--- config.mk ---
export PLATFORM = sky130hd
export DESIGN_NAME = result_packer
export DESIGN_NICKNAME = d
export VERILOG_FILES = /design/src/rtl/calculator_pkg.sv /design/src/rtl/word_fifo.sv /design/src/rtl/result_packer.sv
export SDC_FILE = /design/constraint.sdc
export NUM_CORES = 1
export LEC_CHECK = 0
export CAP_MARGIN = 0
export CORE_MARGIN = 2
export CORE_UTILIZATION = 64
export CTS_BUF_LIST = sky130_fd_sc_hd__clkbuf_2 sky130_fd_sc_hd__clkbuf_4 sky130_fd_sc_hd__clkbuf_8
export CTS_CLUSTER_SIZE = 10
export DETAILED_ROUTE_END_ITERATION = 12
export GPL_ROUTABILITY_DRIVEN = 0
export GPL_TIMING_DRIVEN = 0
export PLACE_DENSITY_LB_ADDON = 0.25
export SLEW_MARGIN = 0
export SYNTH_ARGS = -nofsm -noshare
export SYNTH_HDL_FRONTEND = slang
export SYNTH_HIERARCHICAL = 1
export SYNTH_SLANG_ARGS = --single-unit
--- constraint.sdc ---
create_clock -name clk_i -period 16.32 [get_ports clk_i]
set_input_delay 1.632 -clock clk_i [delete_from_list [all_inputs] [get_ports clk_i]]
set_output_delay 1.632 -clock clk_i [all_outputs]
set_load 0.005 [all_outputs]
--- src/rtl/calculator_pkg.sv ---
// Shared widths and the packer FSM encoding for the adder -> memory write path.
package calculator_pkg;
  localparam int DATA_W        = 32;
  localparam int MEM_WORD_SIZE = 64;

  typedef enum logic {P_LOW, P_HIGH} pack_state_t;
endpackage

--- src/rtl/word_fifo.sv ---
// Small first-word-fall-through FIFO; head is zero when empty, flush beats push/pop.
module word_fifo #(
  parameter int WIDTH = 64,
  parameter int DEPTH = 4,
  parameter int CW    = $clog2(DEPTH+1)
) (
  input  logic             clk_i,
  input  logic             rst_i,
  input  logic             push_i,
  input  logic [WIDTH-1:0] data_i,
  input  logic             pop_i,
  input  logic             flush_i,
  output logic             valid_o,
  output logic [WIDTH-1:0] data_o,
  output logic             full_o,
  output logic [CW-1:0]    count_o
);
  localparam int AW = $clog2(DEPTH);

  logic [DEPTH-1:0][WIDTH-1:0] mem_q;
  logic [AW-1:0]               wr_q, rd_q;
  logic [CW-1:0]               count_q, count_d;
  logic                        do_push, do_pop;

  assign valid_o = (count_q != '0);
  assign full_o  = (count_q == CW'(DEPTH));
  assign count_o = count_q;
  assign data_o  = valid_o ? mem_q[rd_q] : '0;

  assign do_pop  = pop_i & valid_o;
  assign do_push = push_i & (~full_o | do_pop);

  always_comb begin
    count_d = count_q;
    case ({do_push, do_pop})
      2'b10:   count_d = count_q + CW'(1);
      2'b01:   count_d = count_q - CW'(1);
      default: count_d = count_q;
    endcase
  end

  always_ff @(posedge clk_i or posedge rst_i) begin
    if (rst_i) begin
      wr_q    <= '0;
      rd_q    <= '0;
      count_q <= '0;
    end else if (flush_i) begin
      wr_q    <= '0;
      rd_q    <= '0;
      count_q <= '0;
    end else begin
      if (do_push) wr_q <= wr_q + AW'(1);
      if (do_pop)  rd_q <= rd_q + AW'(1);
      count_q <= count_d;
    end
  end

  // Storage needs no reset: data_o is masked by valid_o.
  always_ff @(posedge clk_i) begin
    if (do_push && !flush_i) mem_q[wr_q] <= data_i;
  end
endmodule

--- src/rtl/result_packer.sv ---
// Pairs lower/upper adder halves into one memory word, queues words, tracks carry and errors.
module result_packer #(
  parameter int DATA_W        = 32,
  parameter int MEM_WORD_SIZE = 64,
  parameter int FIFO_DEPTH    = 4
) (
  input  logic                             clk_i,
  input  logic                             rst_i,
  input  logic                             res_valid_i,
  input  logic                             res_half_i,
  input  logic [DATA_W-1:0]                res_data_i,
  input  logic                             res_carry_i,
  output logic                             res_ready_o,
  output logic                             cin_o,
  output logic                             word_valid_o,
  output logic [MEM_WORD_SIZE-1:0]         word_data_o,
  input  logic                             word_ready_i,
  input  logic                             flush_i,
  input  logic                             ovf_clr_i,
  output logic                             ovf_o,
  output logic                             half_err_o,
  output logic [$clog2(FIFO_DEPTH+1)-1:0]  count_o
);
  import calculator_pkg::*;

  pack_state_t       state_q, state_d;
  logic [DATA_W-1:0] lo_q, lo_d;
  logic              cin_q, cin_d;
  logic              ovf_q, ovf_d;
  logic              herr_q, herr_d;
  logic              full, pop, accept, push;

  assign pop         = word_valid_o & word_ready_i;
  assign res_ready_o = ~rst_i & ((state_q == P_LOW) | ~full | pop);
  assign accept      = res_valid_i & res_ready_o & ~flush_i;
  assign cin_o       = cin_q;
  assign ovf_o       = ovf_q;
  assign half_err_o  = herr_q;

  always_comb begin
    state_d = state_q;
    lo_d    = lo_q;
    cin_d   = cin_q;
    push    = 1'b0;
    ovf_d   = ovf_clr_i ? 1'b0 : ovf_q;
    herr_d  = ovf_clr_i ? 1'b0 : herr_q;
    if (flush_i) begin
      state_d = P_LOW;
      cin_d   = 1'b0;
    end else if (accept) begin
      case (state_q)
        P_LOW: begin
          if (!res_half_i) begin
            lo_d    = res_data_i;
            cin_d   = res_carry_i;
            state_d = P_HIGH;
          end else begin
            herr_d = 1'b1;
          end
        end
        default: begin
          if (res_half_i) begin
            push    = 1'b1;
            ovf_d   = ovf_d | res_carry_i;
            cin_d   = 1'b0;
            state_d = P_LOW;
          end else begin
            // A second lower replaces the held one; the earlier pair is abandoned.
            lo_d   = res_data_i;
            cin_d  = res_carry_i;
            herr_d = 1'b1;
          end
        end
      endcase
    end
  end

  always_ff @(posedge clk_i or posedge rst_i) begin
    if (rst_i) begin
      state_q <= P_LOW;
      lo_q    <= '0;
      cin_q   <= 1'b0;
      ovf_q   <= 1'b0;
      herr_q  <= 1'b0;
    end else begin
      state_q <= state_d;
      lo_q    <= lo_d;
      cin_q   <= cin_d;
      ovf_q   <= ovf_d;
      herr_q  <= herr_d;
    end
  end

  word_fifo #(
    .WIDTH (MEM_WORD_SIZE),
    .DEPTH (FIFO_DEPTH)
  ) u_fifo (
    .clk_i   (clk_i),
    .rst_i   (rst_i),
    .push_i  (push),
    .data_i  ({res_data_i, lo_q}),
    .pop_i   (pop),
    .flush_i (flush_i),
    .valid_o (word_valid_o),
    .data_o  (word_data_o),
    .full_o  (full),
    .count_o (count_o)
  );
endmodule

Word level (Yosys, flattened, before mapping):

Cells that the tools add are included.

* add/subtract/negate cells: 4
* order comparisons: 3
* equal/unequal tests: 4
* multiplexer cells: 35
* bitwise gates (word level): 15
* reductions and logical operators: 10

Operators with widths (number)
* 256-bit bitwise mux: 1
* 64-bit 2-to-1 mux: 3
* 64-bit binary-select mux with 2-bit select: 1
* 64-bit demux with 2-bit select: 1
* 1-bit 2-to-1 mux: 23
* 2-bit 2-to-1 mux: 4
* 1-bit bitwise AND: 6
* 2-bit by 3-bit less-than comparator with 1-bit output, second input constant: 2
* 3-bit case mux with 2 select lines: 1
* 2-bit nonzero test: 3
* 3-bit nonzero test: 2
* 1-bit inverter: 5
* 2-bit by 1-bit adder with 2-bit output, second input constant: 2
* 1-bit bitwise OR: 4
* 3-bit by 1-bit adder with 3-bit output, second input constant: 1
* 3-bit == test, second input constant: 1
* 3-bit 2-to-1 mux: 1
* 3-bit by 1-bit != test with 1-bit output, second input constant: 1
* 3-bit AND reduction: 1
* 3-bit by 1-bit subtractor with 3-bit output, second input constant: 1
* 2-bit by 1-bit == test with 1-bit output, second input constant: 1
* 2-bit == test, second input constant: 1
* 2-bit by 1-bit >= comparator with 1-bit output, second input constant: 1
* 1-bit logical AND: 2
* 2 further kinds: 2

* bits in registers: 299
* input port bits: 40

Longest topological paths before layout:

Gate-level depths: netlist of the first run.

* word-level depth: 13
* depth in mapped cells: 12
* gate-level depth less buffers: 9

Hierarchy:

Netlist of the first run, hierarchy kept.

By module, submodules not included
* word_fifo: times used 1, cells an instance 468, area each 10219.8 um2, sequential area each 7862.5 um2
* result_packer: times used 1, cells an instance 97, area each 1466.4 um2, sequential area each 900.9 um2

Worst setup path before layout of the first run:

OpenSTA, ideal clock, no wires.

* path type: in2reg
* from: in rst_i
* to: reg u_fifo/mem_q[0] (netlist bit) (enable)
* data arrival time: 7230 ps
* required time: 15742 ps
* setup slack: 8512 ps
* stages on the path: 6
* buffers on the path: 1
* path through: nand2b_1 -> a311o_1 -> nor2_1 -> buf_6 -> o21ai_1 -> nor3b_1

* longest elaborated chain between the ends: 8

RTL lines
* from (decl): line result_packer.sv:8 `input logic rst_i,`
* 1-bit inverter: line result_packer.sv:34 `assign res_ready_o = ~rst_i & ((state_q == P_LOW) | ~full | pop);`
* 1-bit bitwise AND: line result_packer.sv:34
* 1-bit bitwise AND (2 in series): line result_packer.sv:35 `assign accept = res_valid_i & res_ready_o & ~flush_i;`
* 1-bit 2-to-1 mux: line result_packer.sv:50 `end else if (accept) begin`
* 1-bit 2-to-1 mux: line result_packer.sv:47 `if (flush_i) begin`
* via push: line result_packer.sv:31 `logic full, pop, accept, push;`
* 1-bit bitwise AND: line word_fifo.sv:31 `assign do_push = push_i & (~full_o | do_pop);`
* 1-bit logical AND: line word_fifo.sv:60 `if (do_push && !flush_i) mem_q[wr_q] <= data_i;`
* to (signal, indexed assignment): line word_fifo.sv:60
* to (decl): line word_fifo.sv:20 `logic [DEPTH-1:0][WIDTH-1:0] mem_q;`

The timed path passes the listed nets, and every way through them passes these cells.
A chain may end at the register's enable or synchronous reset.

Worst setup path after layout of the first run:

* from: reg u_fifo.count_q[1], in the netlist u_fifo/count_o[1]
* to: out word_data_o[44]

* longest elaborated chain between the ends: 2

RTL lines
* from (decl): line word_fifo.sv:22 `logic [CW-1:0] count_q, count_d;`
* from (signal assigned): line word_fifo.sv:54 `count_q <= count_d;`
* 3-bit nonzero test: line word_fifo.sv:25 `assign valid_o = (count_q != '0);`
* 64-bit 2-to-1 mux: line word_fifo.sv:28 `assign data_o = valid_o ? mem_q[rd_q] : '0;`
* to (decl): line result_packer.sv:16 `output logic [MEM_WORD_SIZE-1:0] word_data_o,`

No other way between the ends.

==> summary.txt, run 1 <==
Seq pwr share: 0.571
Worst EP required: 14.69 ns
Critical Path AT: 3.09 ns
clock period minus worst slack: 4.719 ns
Antenna Nets Post-Route: 0
met1 global-route usage: 0.3461
count of cell types in the netlist: 42
Top Family by Delay on Critical Path: buffers and inverters
Synth area leaders: edfxtp_1 (66%), mux4_2 (12%), dfrtp_1 (9.2%), and2_1 (3.4%), mux2_2 (3.1%)
cell mode on critical path: clkbuf_1
Cells after DPL: 934
met3 Usage GRT: 0.05214
CTS Buf Count: 45
share of layout cells above drive strength 1: 0.2850
CP max FO: 10
Multi-input gate area: 2710 um^2
syn nets: 610
# DRC: 0
combinational share of power: 0.027
Final Slew Violations: 0
TritonCTS clock tree: built
Setup Buffers After CTS: 0
gr usage total: 0.2592
Iteration-0 DRC Markers: 444
routed vias: 6,028
hold crit path type: reg2reg
Synth Register Bits: 299
Int Pwr: 0.001247 W
# clock sinks: 299
Avg WL per Cell: 23.72 um
Lkg Pwr: 4.879 nW
Synth top area share: 0.6578
Antenna diodes: 0
Die Width: 139.1 um
Final Skew: 0.01304 ns
Critical Path Sink Type: output port
Cell Pwr Density: 108.0 nW/um^2
yosys warns: 6
vias per cell: 5.939
sw frac: 0.1973
Boundary Pins: 112
Least-Margin Pin Slew: 1.056 ns
H-tree Lvls: 2
total grt overflow: 0
initial antenna violation count: 0
CP max stage delay: 0.53 ns
first drt pass iteration count: 5
RSZ-0062 raised after global routing: false
HPWL after DPL: 15,900 um
synthesized area per cell: 20.68 um^2
Synth Flop Type: edfxtp_1
Buf+Inv Stages, Crit Path: 3
Layout Cells excl Fill: 1,015
Rows: 49
Compound-Gate Fraction of Synth Area: 0.01263
first-pass GRT wire length: 37,270 um
Nets: 797
Hold Violations, Final: 0
relative slew slack: 0.2928
register area: 8763 um^2
setup TNS: 0 ns
Die Ht: 139.1 um
final hold slack: 0.5144 ns
fin crit share: 0.2892
vias in the first global route: 6,514
min setup slack post-route: 11.60 ns
port buffer count: 111
Root Driver: clkbuf_8
maximum clock path buffer count: 3
status: finished, final reports clean
Post-CTS Resized: 0
Post-Synth Adder-Cell Area: 0.005996
Top Usage Layer GRT: met2
area post-placement: 13,440 um^2
Synth Cell Area: 11,690 um^2
later-pin clock latency in the skew report: 0.54 ns
Filler cells: 896
max cap viols: 0
switching power: 0.0003065 W
Reg clk slew, reported paths: 0.06 ns
largest family of logic cells by synthesized area: multiplexers
Syn Inst Count: 565
fmax: 211.9 MHz
critical path class: reg2out
mux share of post-synthesis cell area: 0.1563
WL final: 24,080 um
Core Region: 17,960 um^2
Cell Chain, Critical Path: or3_1, clkbuf_1, clkbuf_1, and2_1, clkdlybuf4s50_1
Seq/Total Area, Yosys: 0.7499
Clk network pwr share: 0.402
Initial Util: 0.6506
maximum vdd ir drop: 0.08123 mV
Final Cell Area: 14,380 um^2
hold buffer count at CTS: 0
largest net degree at the start of global routing: 24
Setup violations, final: 0
GRT met2 Usage: 0.4374
startpoint types: flip-flop
slowest CP cell: dfrtp_1
Placement Setup Slack: 11.33 ns
Async SR Flop Fraction: 0.1438
Layout area overhead: 23.03%
Simple-Gate Fraction of Synth Area: 0.05150
cell taking the most area after synthesis: edfxtp_1
number of enable flip-flop cells after synthesis: 256
DIE AREA: 19,360 um^2
post-synthesis xor/xnor area fraction: 0.003747
[per-stage QoR]
| step | util | power (W) |
|---|---|---|
| 2_1_floorplan | - | 0.0009165 |
| 3_3_place_gp | 0.7284 | 0.0009365 |
| 3_5_place_dp | 0.7483 | 0.0009450 |
| 4_1_cts | 0.8004 | 0.001565 |
| 5_1_grt | 0.8004 | 0.001602 |
| 6_report | 0.8004 | 0.001553 |
[routing by layer]
metal	vias to the layer above	routed length (um)
met1	3125	9253
met3	53	1501
met2	230	12660
met4	0	669
met5	-	0
li1	2620	-
[power groups by stage]
stage	Clock [W]	Sequential (W)	Combinational, W
floorplan	0	0.000895	0.0000212
CTS	0.000634	0.000887	0.0000430
finish	0.000624	0.000887	0.0000423
global route	0.000666	0.000891	0.0000458
global placement	0	0.000898	0.0000384
detailed placement	0	0.000903	0.0000422
[flip-flops by register name, indices dropped and copies added (netlist names)]
name	flops
u_fifo/mem_q	256
half_err_o	1
lo_q	32
u_fifo/wr_q	2
u_fifo/count_o	3
state_q	1
u_fifo/rd_q	2
cin_o	1
ovf_o	1
[synthesized netlist by cell type (all sizes together) (2+ instances only)]
cell and number:
o2111ai 3, mux2 33, mux4 64, nand2 5, nor2 10, dfrtp 43
or3 2, edfxtp 256, nand3 3, o22ai 2, a31oi 3, nor3b 4
clkbuf 14, xor2 3, buf 16, and2 64, inv 10, ha 4
or3b 2, o21ai 3, xnor2 2, nand2b 5
[cell families after synthesis]
family	count (synthesis)
compound gates	20
buf+inv	40
xor+xnor	5
flops	299
mux	98
fa+ha+maj	5
simple gates	98
[final timing paths]
kind,slack (ns),depth (start not counted),startpoint,endpoint
max,11.60,5,u_fifo/count_o[1],word_data_o[44]
min in group asynchronous,1.53,2,rst_i,u_fifo/wr_q[0]
min,0.51,0,lo_q[24],u_fifo/mem_q[88]
min reg2reg,0.51,0,lo_q[24],u_fifo/mem_q[88]
max in group asynchronous,14.26,3,rst_i,lo_q[17]
max reg2reg,12.08,11,u_fifo/count_o[1],u_fifo/mem_q[3]
[cells in the final DEF (no fill, tap or decap), types with 8 or more instances in the layout]
master           Yosys  routed
buf_6                8      33
mux4_2              64      64
clkbuf_1            14      14
inv_1               10       9
nor2_1              10      10
clkbuf_8             0      49
mux2_2              32      32
clkdlybuf4s50_1      0     111
dfrtp_1             43      43
edfxtp_1           256     256
clkinv_1             0       8
and2_1              64      64
clkbuf_4             0      14
[layout make-up]
| class | count | area share |
|---|---|---|
| flip-flops and latches | 299 | 0.6095 |
| multi-input cells | 226 | 0.1885 |
| repair buffers | 140 | 0.1009 |
| clock buffers | 63 | 0.05422 |
| well taps | 229 | 0.01993 |
| plain buffers | 30 | 0.01358 |
| clock inverters | 18 | 0.01079 |
| inverters | 10 | 0.002611 |
Note: power is estimated with default switching activity, not from simulation.
==> inputs of run 2 (changes only) <==
- CORE_UTILIZATION: 64 -> 53
- clock period: 16.32 -> 3.85 ns (I/O delays scaled with it)
==> summary.txt, run 2 (same netlist as run 1, synthesis figures left out) <==
total grt overflow: 0
share of layout cells above drive strength 1: 0.2872
min setup slack post-route: 0.2153 ns
Die Ht: 152.5 um
setup TNS: 0 ns
Initial Util: 0.5372
hold buffer count at CTS: 0
RR Startpoint: u_fifo/count_o[1]
Critical Path AT: 3.88 ns
crit path from: u_fifo/count_o[1]
Placement Setup Slack: 0.2322 ns
CP max FO: 15
Boundary Pins: 112
Setup violations, final: 0
RSZ-0062 raised after global routing: false
Critical Path Sink Type: flip-flop
fin crit share: 0.9441
later-pin clock latency in the skew report: 0.55 ns
Post-CTS Resized: 0
Layout area overhead: 24.39%
Cell Pwr Density: 451.8 nW/um^2
Die Width: 152.5 um
final hold slack: 0.2925 ns
reg2reg end: u_fifo/mem_q[5]
Hold Violations, Final: 0
hold crit path type: in2async
Iteration-0 DRC Markers: 408
startpoint types: flip-flop
vias in the first global route: 6,393
relative slew slack: 0.3683
max cap viols: 0
gr usage total: 0.1997
max reg flops: 256
most frequent cells in the layout: edfxtp_1 (256), clkdlybuf4s50_1 (111), mux4_2 (64), and2_1 (64), clkbuf_8 (55)
port buffer count: 111
fmax: 275.1 MHz
Least-Margin Pin Slew: 0.9465 ns
Antenna Nets Post-Route: 0
Lkg Pwr: 4.911 nW
H-tree Lvls: 2
worst reg-to-reg setup slack: 0.22 ns
Core Region: 21,760 um^2
Power Total: 0.006568 W
initial antenna violation count: 0
CTS Buf Count: 46
DIE AREA: 23,250 um^2
HPWL after DPL: 14,870 um
Reg with most FFs: u_fifo/mem_q
status: finished, final reports clean
clock period minus worst slack: 3.635 ns
TritonCTS clock tree: built
Reg clk slew, reported paths: 0.06 ns
largest net degree at the start of global routing: 27
Rows: 54
routed vias: 5,887
Avg WL per Cell: 21.31 um
first drt pass iteration count: 5
Final Slew Violations: 0
Worst EP required: 4.09 ns
first-pass GRT wire length: 35,670 um
most common cell after layout, fill and taps aside: edfxtp_1
Setup Buffers After CTS: 0
maximum clock path buffer count: 3
Final Skew: 0.01658 ns
# DRC: 0
critical path class: reg2reg
R2R depth: 10
WL final: 22,590 um
Nets: 787
Antenna diodes: 0
# clock sinks: 299
vias per cell: 5.554
maximum vdd ir drop: 0.2135 mV
Root Driver: clkbuf_8
[run 2: changes by cell type in the layout (fill, tap and decap cells not counted), moves of 5 or more]
cell	delta
buf_16	+8
buf_8	+7
buf_6	-25
clkbuf_4	+5
clkbuf_8	+6
[run 2: worst max path at each step]
| stage | endpoint | slack [ns] | cells past startpoint |
|---|---|---|---|
| floorplan | u_fifo/mem_q[0] | 0.03 | 9 |
| global placement | u_fifo/mem_q[36] | -1.49 | 8 |
| detailed placement | u_fifo/mem_q[4] | 0.23 | 10 |
| CTS | u_fifo/mem_q[5] | 0.19 | 10 |
| global route | u_fifo/mem_q[5] | 0.003 | 10 |
| finish | u_fifo/mem_q[5] | 0.22 | 10 |
[run 2: area by class of cell]
cell class,instances,area [um^2]
multi-input cells,226,2739
clock buffers,74,899.6
inverters,10,37.54
flip-flops and latches,299,8763
clock inverters,12,63.81
repair buffers,129,1486
plain buffers,30,196.4
fillers,1433,7219
well taps,280,350.3
[run 2: routing by layer]
metal / track usage / vias up / share of wire
li1: - / 2609 / -
met1: 0.2643 / 3058 / 0.42
met2: 0.3419 / 186 / 0.51
met3: 0.03896 / 34 / 0.051
met4: 0.05996 / 0 / 0.017
met5: 0 / - / 0
[run 2: worst max-delay path, stage by stage (launching register included)]
cell,delay (ns)
dfrtp_1,0.53
or3_1,0.18
clkbuf_2,0.27
nand2_1,0.18
a311o_1,0.42
nor2_1,0.16
buf_6,0.16
o21ai_2,0.14
nor3b_4,0.82
buf_8,0.28
buf_16,0.18
[run 2: through the flow]
step	util	area, um^2	cells
after global routing	0.6682	14540	1060
after floorplan	-	11740	565
after CTS	0.6682	14540	1060
after detailed placement	0.6239	13570	974
after global placement	0.6066	13200	956
final	0.6682	14540	1060
[run 2: power by group]
group / total [W] / leakage, nW / internal, W / switching, W
Clock: 0.00263 / 0.514 / 0.00149 / 0.00115
Sequential: 0.00376 / 2.84 / 0.00367 / 0.0000870
Combinational: 0.000176 / 1.56 / 0.000104 / 0.0000722
Total: 0.00657 / 4.91 / 0.00526 / 0.00131
==> inputs of run 3 (changes only) <==
- GPL_TIMING_DRIVEN: 0 -> not set
==> summary.txt, run 3 (same netlist as run 1, synthesis figures left out) <==
status: finished, final reports clean
relative slew slack: 0.5311
max reg flops: 256
Nets: 754
later-pin clock latency in the skew report: 0.54 ns
port buffer count: 111
Setup violations, final: 0
Filler cells: 1,468
Final Skew: 0.01863 ns
Worst EP required: 4.32 ns
slowest CP cell: nor2_1
initial antenna violation count: 0
share of layout cells above drive strength 1: 0.2815
hold crit path type: in2async
cell mode on critical path: nor2_1
final hold slack: 0.2826 ns
most frequent cells in the layout: edfxtp_1 (256), clkdlybuf4s50_1 (111), mux4_2 (64), and2_1 (64), clkbuf_8 (56)
Antenna Nets Post-Route: 0
Critical Path Sink Type: flip-flop
Rows: 54
Post-CTS Resized: 0
min setup slack post-route: 0.4380 ns
CP max stage delay: 0.57 ns
Die Width: 152.5 um
Hold Violations, Final: 0
first-pass GRT wire length: 34,310 um
# DRC: 0
total grt overflow: 0
vias per cell: 5.542
DIE AREA: 23,250 um^2
CTS Buf Count: 46
clock period minus worst slack: 3.412 ns
gr usage total: 0.1877
H-tree Lvls: 2
TritonCTS clock tree: built
Cells after DPL: 941
Least-Margin Pin Slew: 0.7008 ns
WL final: 21,530 um
Cell Chain, Critical Path: or3_2, nand2_1, a311o_1, nor2_1, nor2_1, fa_1, or3b_1, or3_1, a31oi_1
Setup Buffers After CTS: 0
Boundary Pins: 112
setup TNS: 0 ns
Core Region: 21,760 um^2
most common cell after layout, fill and taps aside: edfxtp_1
maximum clock path buffer count: 3
Antenna diodes: 0
RSZ-0062 raised after global routing: false
# clock sinks: 299
Top Usage Layer GRT: met2
Iteration-0 DRC Markers: 436
Layout Cells excl Fill: 1,026
Layout area overhead: 21.80%
Placement Setup Slack: 0.2785 ns
fmax: 293.1 MHz
Reg with most FFs: u_fifo/mem_q
fin crit share: 0.8862
critical path class: reg2reg
largest net degree at the start of global routing: 66
Critical Path AT: 3.88 ns
GRT met2 Usage: 0.3258
Final Slew Violations: 0
met1 global-route usage: 0.2410
Cell Pwr Density: 470.1 nW/um^2
HPWL after DPL: 12,500 um
maximum vdd ir drop: 0.3230 mV
Die Ht: 152.5 um
Reg clk slew, reported paths: 0.06 ns
Power Total: 0.006691 W
max cap viols: 0
vias in the first global route: 6,409
CP max FO: 11
Initial Util: 0.5372
met3 Usage GRT: 0.04266
Root Driver: clkbuf_8
Buf+Inv Stages, Crit Path: 0
startpoint types: flip-flop
first drt pass iteration count: 4
routed vias: 5,686
Lkg Pwr: 4.764 nW
Top Family by Delay on Critical Path: simple AND/OR/NAND/NOR gates
hold buffer count at CTS: 0
Avg WL per Cell: 20.98 um
[run 3: final timing paths]
check	cells past startpoint	to	slack, ns	startpoint
max reg2reg	9	u_fifo/count_o[2]	0.44	u_fifo/count_o[0]
max	9	u_fifo/count_o[2]	0.44	u_fifo/count_o[0]
max in group asynchronous	3	lo_q[15]	2.94	rst_i
min in group clk_i	2	half_err_o	0.45	ovf_clr_i
min	2	u_fifo/count_o[0]	0.28	rst_i
min reg2reg	0	u_fifo/mem_q[156]	0.50	lo_q[28]
[run 3: cell type report]
class,count,area (um^2),share of cell area
Multi-Input combinational cell,226,2748,0.1930
Tap cell,280,350.3,0.02461
Timing Repair Buffer,126,1324,0.09300
Clock buffer,79,943.4,0.06628
Clock inverter,6,62.56,0.004395
Inverter,10,37.54,0.002637
Sequential cell,299,8768,0.6160
[run 3: through the flow]
step | utilization | instance area [um^2]
finish | 0.6542 | 14230
global route | 0.6542 | 14230
floorplan | - | 11740
CTS | 0.6542 | 14230
global placement | 0.6080 | 13230
detailed placement | 0.6080 | 13230
[run 3: worst reg2reg max path, cell delays in order (launching register included)]
cell and delay, ns:
dfrtp_1 0.54, or3_2 0.21, nand2_1 0.12, a311o_1 0.42, nor2_1 0.57, nor2_1 0.16
fa_1 0.43, or3b_1 0.38, or3_1 0.35, a31oi_1 0.17
[run 3: layer usage]
layer | wire (um) | vias to the layer above
li1 | - | 2530
met1 | 8858 | 2945
met2 | 11150 | 182
met3 | 1207 | 29
met4 | 314 | 0
met5 | 0 | -
[run 3: power by group]
part           internal, W  switching [W]
combinational     0.000102      0.0000713
sequential         0.00367      0.0000874
clock              0.00161        0.00115
